--- config.mk ---
export PLATFORM = sky130hd
export DESIGN_NAME = instruction_fetch_unit
export DESIGN_NICKNAME = d
export VERILOG_FILES = /design/src/rtl/instruction_fetch_unit.sv
export SDC_FILE = /design/constraint.sdc
export NUM_CORES = 1
export LEC_CHECK = 0
export CAP_MARGIN = 5
export CORE_MARGIN = 1.5
export CORE_UTILIZATION = 30
export CTS_CLUSTER_SIZE = 10
export DETAILED_ROUTE_END_ITERATION = 8
export PLACE_DENSITY = 0.56
export SETUP_SLACK_MARGIN = 0.2
export SYNTH_ARGS = -nofsm -noshare
export SYNTH_HDL_FRONTEND = slang
export SYNTH_SLANG_ARGS = --single-unit
--- constraint.sdc ---
create_clock -name clk -period 10.1 [get_ports clk]
set_input_delay 2.525 -clock clk [delete_from_list [all_inputs] [get_ports clk]]
set_output_delay 2.525 -clock clk [all_outputs]
set_load 0.01 [all_outputs]
--- src/rtl/instruction_fetch_unit.sv ---
// instruction_fetch_unit: PC, imem address, IF/ID register with stall, redirect/flush and end-of-image halt.
// Optional FETCH_MISALIGN_CHECK_EN adds a FAULT state for misaligned redirect targets.
module instruction_fetch_unit #(
    parameter logic [63:0] RESET_PC   = 64'd0,
    parameter int          IMEM_BYTES = 20
) (
    input  logic        clk,
    input  logic        reset,
    input  logic        stall,
    input  logic        branch_taken,
    input  logic [63:0] branch_target,
    output logic [63:0] Inst_Address,
    input  logic [31:0] Instruction,
    output logic [63:0] ifid_pc,
    output logic [31:0] ifid_instruction,
    output logic        ifid_valid,
    output logic        halted,
    output logic        misalign_fault,
    output logic [31:0] fetch_count
);
`ifdef FETCH_MISALIGN_CHECK_EN
    typedef enum logic [1:0] {RUN, HALT, FAULT} state_t;
`else
    typedef enum logic [1:0] {RUN, HALT} state_t;
`endif

    state_t      state, state_n;
    logic [63:0] pc, pc_n, ifid_pc_n;
    logic [31:0] ifid_instruction_n, fetch_count_n;
    logic        ifid_valid_n;
    logic        fits;

    // 65-bit compare so a PC near 2^64 cannot wrap into the legal range
    assign fits         = ({1'b0, pc} + 65'd4) <= 65'(IMEM_BYTES);
    assign Inst_Address = pc;
    assign halted       = state == HALT;

`ifdef FETCH_MISALIGN_CHECK_EN
    logic fault_n;

    always_ff @(posedge clk or posedge reset) begin
        if (reset)
            misalign_fault <= 1'b0;
        else
            misalign_fault <= fault_n;
    end
`else
    assign misalign_fault = 1'b0;
`endif

    always_ff @(posedge clk or posedge reset) begin
        if (reset) begin
            state            <= RUN;
            pc               <= RESET_PC;
            ifid_pc          <= 64'd0;
            ifid_instruction <= 32'd0;
            ifid_valid       <= 1'b0;
            fetch_count      <= 32'd0;
        end else begin
            state            <= state_n;
            pc               <= pc_n;
            ifid_pc          <= ifid_pc_n;
            ifid_instruction <= ifid_instruction_n;
            ifid_valid       <= ifid_valid_n;
            fetch_count      <= fetch_count_n;
        end
    end

    always_comb begin
        state_n            = state;
        pc_n               = pc;
        ifid_pc_n          = ifid_pc;
        ifid_instruction_n = ifid_instruction;
        ifid_valid_n       = ifid_valid;
        fetch_count_n      = fetch_count;
`ifdef FETCH_MISALIGN_CHECK_EN
        fault_n            = misalign_fault;
`endif
        if (branch_taken) begin
            ifid_valid_n       = 1'b0;
            ifid_pc_n          = 64'd0;
            ifid_instruction_n = 32'd0;
`ifdef FETCH_MISALIGN_CHECK_EN
            pc_n    = branch_target;
            state_n = |branch_target[1:0] ? FAULT : RUN;
            fault_n = |branch_target[1:0];
`else
            pc_n    = {branch_target[63:2], 2'b00};
            state_n = RUN;
`endif
        end else if (state == RUN && !stall) begin
            if (fits) begin
                ifid_pc_n          = pc;
                ifid_instruction_n = Instruction;
                ifid_valid_n       = 1'b1;
                pc_n               = pc + 64'd4;
                fetch_count_n      = fetch_count + 32'd1;
            end else begin
                ifid_valid_n = 1'b0;
                state_n      = HALT;
            end
        end
    end
endmodule

==> impl_metrics.tcl, run 1 <==
set metrics [dict create \
    outcome "complete, no violations" \
    ys.flop_type "dfrtp_1" \
    rrSetupSlack_ns 5.03 \
    rsz0062_at_grt "false" \
    timing.rr.start "Inst_Address[4]" \
    critical_path_class "register to register" \
    routedWlPerCell_um 17.9 \
    core_um2 29600 \
    hold_path_class "register to register" \
    worst-r2r-cell-count 10 \
    r2r-end "fetch_count[1]" \
    crit_slowest_cell "nor4_1" \
    irDropWorstVdd_mv 0.105 \
    required_ns 10.44 \
    seq_area_frac_synth 0.531 \
    fillers 2837 \
    clk_pin_slew_worst_paths_ns 0.08 \
    critPathCapture "fetch_count[1]" \
    finalSetupTns_ns 0 \
    cts_hold_repair.buffers 0 \
    synth-async-reset-ratio 1.00 \
    cts_sinks 191 \
    post-cts-setup-buffer-count 0 \
    grt.total_usage 0.176 \
    grt_pass1_vias 7319 \
    drc_errors 0 \
    dp.cells 1468 \
    initial_core_util 0.305 \
    io_pins 295 \
    cts_tree "yes" \
    worstSetupStartpoint "Inst_Address[4]" \
    rows 63 \
    clock_path_buffers 2 \
    cts_root_buffer "clkbuf_16" \
    drtIter0Drc 483 \
    hold-worst-slack_ns 0.474 \
    worstSkewPairLatency_ns 0.45 \
    fin_cells 1501 \
    dr.pass1.iters 5 \
    critPathBufInv 0 \
    overflow 0 \
    grt_pass1_wl_mm 42.5 \
    cpLargestDelayFamily "simple AND/OR/NAND/NOR gates" \
    gp_congestion 0.875 \
    period_share 0.502 \
    final-seq-area_um2 4780 \
    num_vias 7434 \
    vias_per_cell 4.95 \
    slowest_delay_ns 0.73 \
    worstPathCellList "nand3_1 > nor4_1 > nand4_1 > xnor2_1 > nor4_1 > nand4_1 > nor4_2 > nand2_4 > nor2_1 > mux2_2" \
    grt_max_degree 131 \
    design.die.area_um2 31100 \
    drv_cap 0 \
    worstMarginPinSlew_ns 1.10 \
    start_kind "register" \
    syn_inst 823 \
    slew_violations 0 \
    antenna_left 0 \
    drive_gt1_frac 0.0964 \
    syn_to_final_growth_pct 42.5 \
    p_per_area_nw_per_um2 135 \
    max_freq_ghz 0.197 \
    synth_edf_count 0 \
    fin_nets 1200 \
    fin_crit_ns 5.07 \
    final_hold_viol_count 0 \
    relSlewSlack 0.269 \
    cp_max_fo 72 \
    ys_seq_elements 191 \
    post_cts_resized 0 \
    worst_clock_skew_ns 0.0167 \
    die_h_um 176 \
    antenna_found_initial 1 \
    routed_wl_mm 26.8 \
    ys_warn_count 0 \
    dp_hpwl_mm 18.8 \
    dieWidth_um 176 \
    setup_viol 0 \
    p_leak_nw 5.65 \
    arrival_ns 5.41 \
    mappedNetlistArea_um2 9010 \
    multi_input_area_um2 4020 \
    htree_num_levels 4 \
    setup.worst_path.end_class "register" \
    cts_buffers 17 \
    port_buffers 289 \
    synth.distinct_cells 62 \
    path_depth 10 \
    post-route-cell-area_um2 12800 \
    post_dp_cell_area_um2 12300 \
    avgSynthCellArea_um2 10.9 \
]
-- power by group --
group	switching (W)	internal, W	total (W)
sequential	0.0000560	0.000788	0.000844
clock	0.000342	0.000332	0.000674
combinational	0.0000942	0.000119	0.000213
-- kinds of logic after synthesis --
kind of cell / after synthesis / synth area share
buffers and inverters: 55 / 0.0263
and+or+nand+nor: 361 / 0.226
muxes: 94 / 0.112
DFF: 191 / 0.531
xor gates and xnor gates: 49 / 0.0476
other: 1 / 0.000416
adders and majority gates: 3 / 0.00417
AOI/OAI and AO/OA: 69 / 0.0525
-- how the worst min path moves through the flow --
stage	start	end	slack, ns	cells past startpoint
after floorplan	fetch_count[31]	fetch_count[31]	0.50	1
after global placement	fetch_count[31]	fetch_count[31]	0.46	1
after detailed placement	ifid_pc[31]	ifid_pc[31]	0.47	1
after CTS	fetch_count[31]	fetch_count[31]	0.49	1
after global routing	ifid_pc[18]	ifid_pc[18]	0.50	1
final	fetch_count[31]	fetch_count[31]	0.47	1
-- Yosys cell counts, types with 3 or more instances --
cell type | instances | area [um^2]
nor3b_1 | 8 | 60.1
xor2_1 | 34 | 298
buf_4 | 4 | 30.0
and2_1 | 63 | 394
nor2b_1 | 3 | 18.8
buf_1 | 3 | 11.3
a31oi_1 | 5 | 31.3
nor4_1 | 24 | 150
o21ai_0 | 16 | 80.1
nor4_2 | 4 | 50.1
inv_1 | 16 | 60.1
nand4_1 | 30 | 188
a21oi_1 | 13 | 65.1
or4_1 | 3 | 22.5
nor3_2 | 4 | 40.0
nor3_1 | 26 | 130
and3_1 | 15 | 93.8
clkbuf_1 | 25 | 93.8
nor2_1 | 74 | 278
dfrtp_1 | 191 | 4780
and4_1 | 9 | 78.8
a211oi_1 | 4 | 30.0
nand2_1 | 44 | 165
a211o_1 | 4 | 35.0
or3_1 | 4 | 25.0
mux2i_1 | 40 | 400
a311o_1 | 3 | 30.0
mux2_2 | 53 | 597
ha_1 | 3 | 37.5
o31ai_1 | 3 | 22.5
buf_2 | 6 | 30.0
o2111ai_1 | 3 | 26.3
nand3_1 | 35 | 175
a22oi_1 | 3 | 22.5
xnor2_1 | 15 | 131
-- cell usage in the layout, fill, tap and decap left out, drive strengths merged, types with 2 or more instances in the layout --
cell and n:
or3 4, nand2 45, xnor2 15, o21bai 2, o21ai 16, or4 3, a21oi 13, nor2b 3
and3 15, nor3 30, or2 2, mux2 54, nor2 74, nand3 35, nor4b 2, a311o 3
nand4 33, a211oi 4, conb 3, clkdlybuf4s50 288, inv 25, o2111ai 3, buf 4, a211o 4
nor4 30, a31oi 5, mux2i 40, clkbuf 19, a22oi 3, a41o 2, o31ai 3, nor3b 8
dfrtp 191, clkinv 3, and4 9, ha 3, xor2 34, and2 64
-- cell type report --
class | count | area share
inverter | 16 | 0.00526
clock inverter | 13 | 0.0109
timing repair buffer | 292 | 0.227
antenna | 1 | 0.000195
multi-input combinational | 579 | 0.313
sequential | 191 | 0.372
clock buffer | 19 | 0.0337
tap | 390 | 0.0380
-- metal layers --
layer | wire (um) | GRT usage | vias to the layer above
met5 | 0 | 0 | -
met4 | 336 | 0.0481 | 0
met2 | 11900 | 0.255 | 274
met1 | 12000 | 0.244 | 3645
met3 | 2590 | 0.0652 | 22
li1 | - | - | 3493
-- worst reg2reg max path: stages (launching register included) --
cell	delay, ns
dfrtp_1	0.52
nand3_1	0.44
nor4_1	0.73
nand4_1	0.21
xnor2_1	0.23
nor4_1	0.38
nand4_1	0.23
nor4_2	0.68
nand2_4	0.73
nor2_1	0.45
mux2_2	0.37
-- through the flow --
| step | total power [W] | setup slack (ns) | util |
|---|---|---|---|
| floorplan | 0.000946 | 2.38 | - |
| global placement | 0.00107 | 4.58 | 0.415 |
| detailed placement | 0.00107 | 4.56 | 0.415 |
| CTS | 0.00176 | 5.05 | 0.434 |
| global route | 0.00181 | 4.86 | 0.434 |
| finish | 0.00173 | 5.03 | 0.434 |
-- state kept, by name (all words and copies together), names as in the netlist --
name	flops
state	1
ifid_pc	63
ifid_valid	1
fetch_count	32
Inst_Address	62
ifid_instruction	32
No activity file was read; power rests on OpenSTA's default activity.
==> inputs of run 2 (changes only) <==
Clock period 10.1 ns to 4.8 ns, I/O delays scaled along.
==> run 2 against run 1 <==
Effect of this change: wire length grew 1.2%; largest power group unchanged; clock skew down 0.0030 ns; critical endpoint is now ifid_instruction[15]; global-route usage grew 0.16 points; critical path depth grew 1; via count is 0.20% higher.
==> impl_metrics.tcl, run 2 (synthesis results as in run 1) <==
set metrics [dict create \
    outcome "complete, no violations" \
    cts_sinks 191 \
    cts_tree "yes" \
    wl_met1_mm 12.2 \
    rsz0062_at_grt "false" \
    drv_cap 0 \
    grt_pass1_wl_mm 42.9 \
    io_pins 295 \
    post-route-util 0.438 \
    cts_buffers 17 \
    p_per_area_nw_per_um2 287 \
    worst_clock_skew_ns 0.0137 \
    clk_pin_slew_worst_paths_ns 0.08 \
    wl_met2_mm 12.5 \
    num_vias 7449 \
    finalSetupTns_ns 0 \
    p_leak_nw 5.70 \
    gp_congestion 0.839 \
    routedWlPerCell_um 18.0 \
    rrSetupSlack_ns 0.70 \
    irDropWorstVdd_mv 0.203 \
    cts_hold_repair.buffers 0 \
    required_ns 5.10 \
    fin_crit_ns 4.10 \
    worstSkewPairLatency_ns 0.44 \
    initial_core_util 0.305 \
    rows 63 \
    design.die.area_um2 31100 \
    layout_common_cells "clkdlybuf4s50_1 (288), dfrtp_1 (191), nor2_1 (74)" \
    cp_max_fo 35 \
    drtIter0Drc 410 \
    largest-register "ifid_pc" \
    die_h_um 176 \
    slew_violations 0 \
    mostFrequentLayoutCell "clkdlybuf4s50_1" \
    fin_cells 1509 \
    largest_reg_flops 63 \
    highest_layer "met5" \
    hold_path_class "register to register" \
    arrival_ns 4.41 \
    relSlewSlack 0.394 \
    port_buffers 289 \
    grt_max_degree 63 \
    dr.pass1.iters 4 \
    antenna_left 0 \
    dp_hpwl_mm 19.5 \
    vias_per_cell 4.94 \
    post-cts-setup-buffer-count 0 \
    routed_wl_mm 27.2 \
    grt.total_usage 0.178 \
    final_hold_viol_count 0 \
    antenna_found_initial 1 \
    setup.worst_path.end_class "register" \
    start_kind "register" \
    period_share 0.855 \
    cts_root_buffer "clkbuf_16" \
    drive_gt1_frac 0.105 \
    worstMarginPinSlew_ns 0.907 \
    clock_path_buffers 2 \
    setup_viol 0 \
    drc_errors 0 \
    htree_num_levels 4 \
    post_cts_resized 0 \
    total_power_w 0.00371 \
    post-route-cell-area_um2 13000 \
    fin_nets 1208 \
    dieWidth_um 176 \
    post_dp_cell_area_um2 12300 \
    core_um2 29600 \
    overflow 0 \
    grt_pass1_vias 7488 \
    syn_to_final_growth_pct 43.8 \
    dp.cells 1476 \
    critical_path_class "register to register" \
    wl_met3_mm 2.18 \
    max_freq_ghz 0.244 \
]
[run 2: cell count changes in the layout (fill, tap and decap cells not counted), sizes merged]
cell      delta
inv          -3
clkbuf       -1
buf          +8
clkinvlp     +2
clkinv       +1
bufinv       +1
[run 2: cell type report]
class                   instances  area, um^2
diodes                          1        2.50
clock buffers                  18         439
clock inverters                14         166
fillers                      2847       16600
inverters                      16        63.8
multi-input cells             579        4020
flip-flops and latches        191        4780
well taps                     390         488
repair buffers                300        3000
[run 2: worst max-delay path, stage by stage (launching register included)]
cell	delay (ns)
dfrtp_1	0.52
nand3_1	0.47
nor4_1	0.64
nand4_1	0.20
mux2i_1	0.20
a31oi_1	0.07
or4_1	0.50
and4bb_2	0.45
nand2_4	0.27
buf_4	0.36
mux2i_1	0.20
nor2_1	0.06
[run 2: final timing paths]
path	cells after the start	start	endpoint
setup / recovery	11	Inst_Address[5]	ifid_instruction[15]
hold / removal	1	fetch_count[31]	fetch_count[31]
setup reg to reg	11	Inst_Address[5]	ifid_instruction[15]
hold reg to reg	1	fetch_count[31]	fetch_count[31]
max in group asynchronous	3	reset	Inst_Address[39]
min in group asynchronous	2	reset	ifid_pc[10]
[run 2: where the power goes]
group          switching, W  internal [W]
registers          0.000119       0.00166
clock network      0.000719      0.000761
logic              0.000202      0.000254
[run 2: metal layers]
layer  global-route usage  vias to the layer above
li1                     -                     3509
met4               0.0449                        2
met5                    0                        -
met2                0.274                      240
met1                0.237                     3678
met3               0.0614                       20
[run 2: stage by stage]
step | worst slack (ns) | hold WS [ns]
finish | 0.696 | 0.477
detailed placement | 0.730 | 0.464
global route | 0.438 | 0.503
global placement | 0.776 | 0.463
floorplan | 1.14 | 0.504
CTS | 0.706 | 0.476
==> inputs of run 3 (changes only) <==
Settings changed: GPL_ROUTABILITY_DRIVEN set to 0.
==> results of run 3 <==
Same layout as run 2: the final DEF is identical, and so are final timing and power.
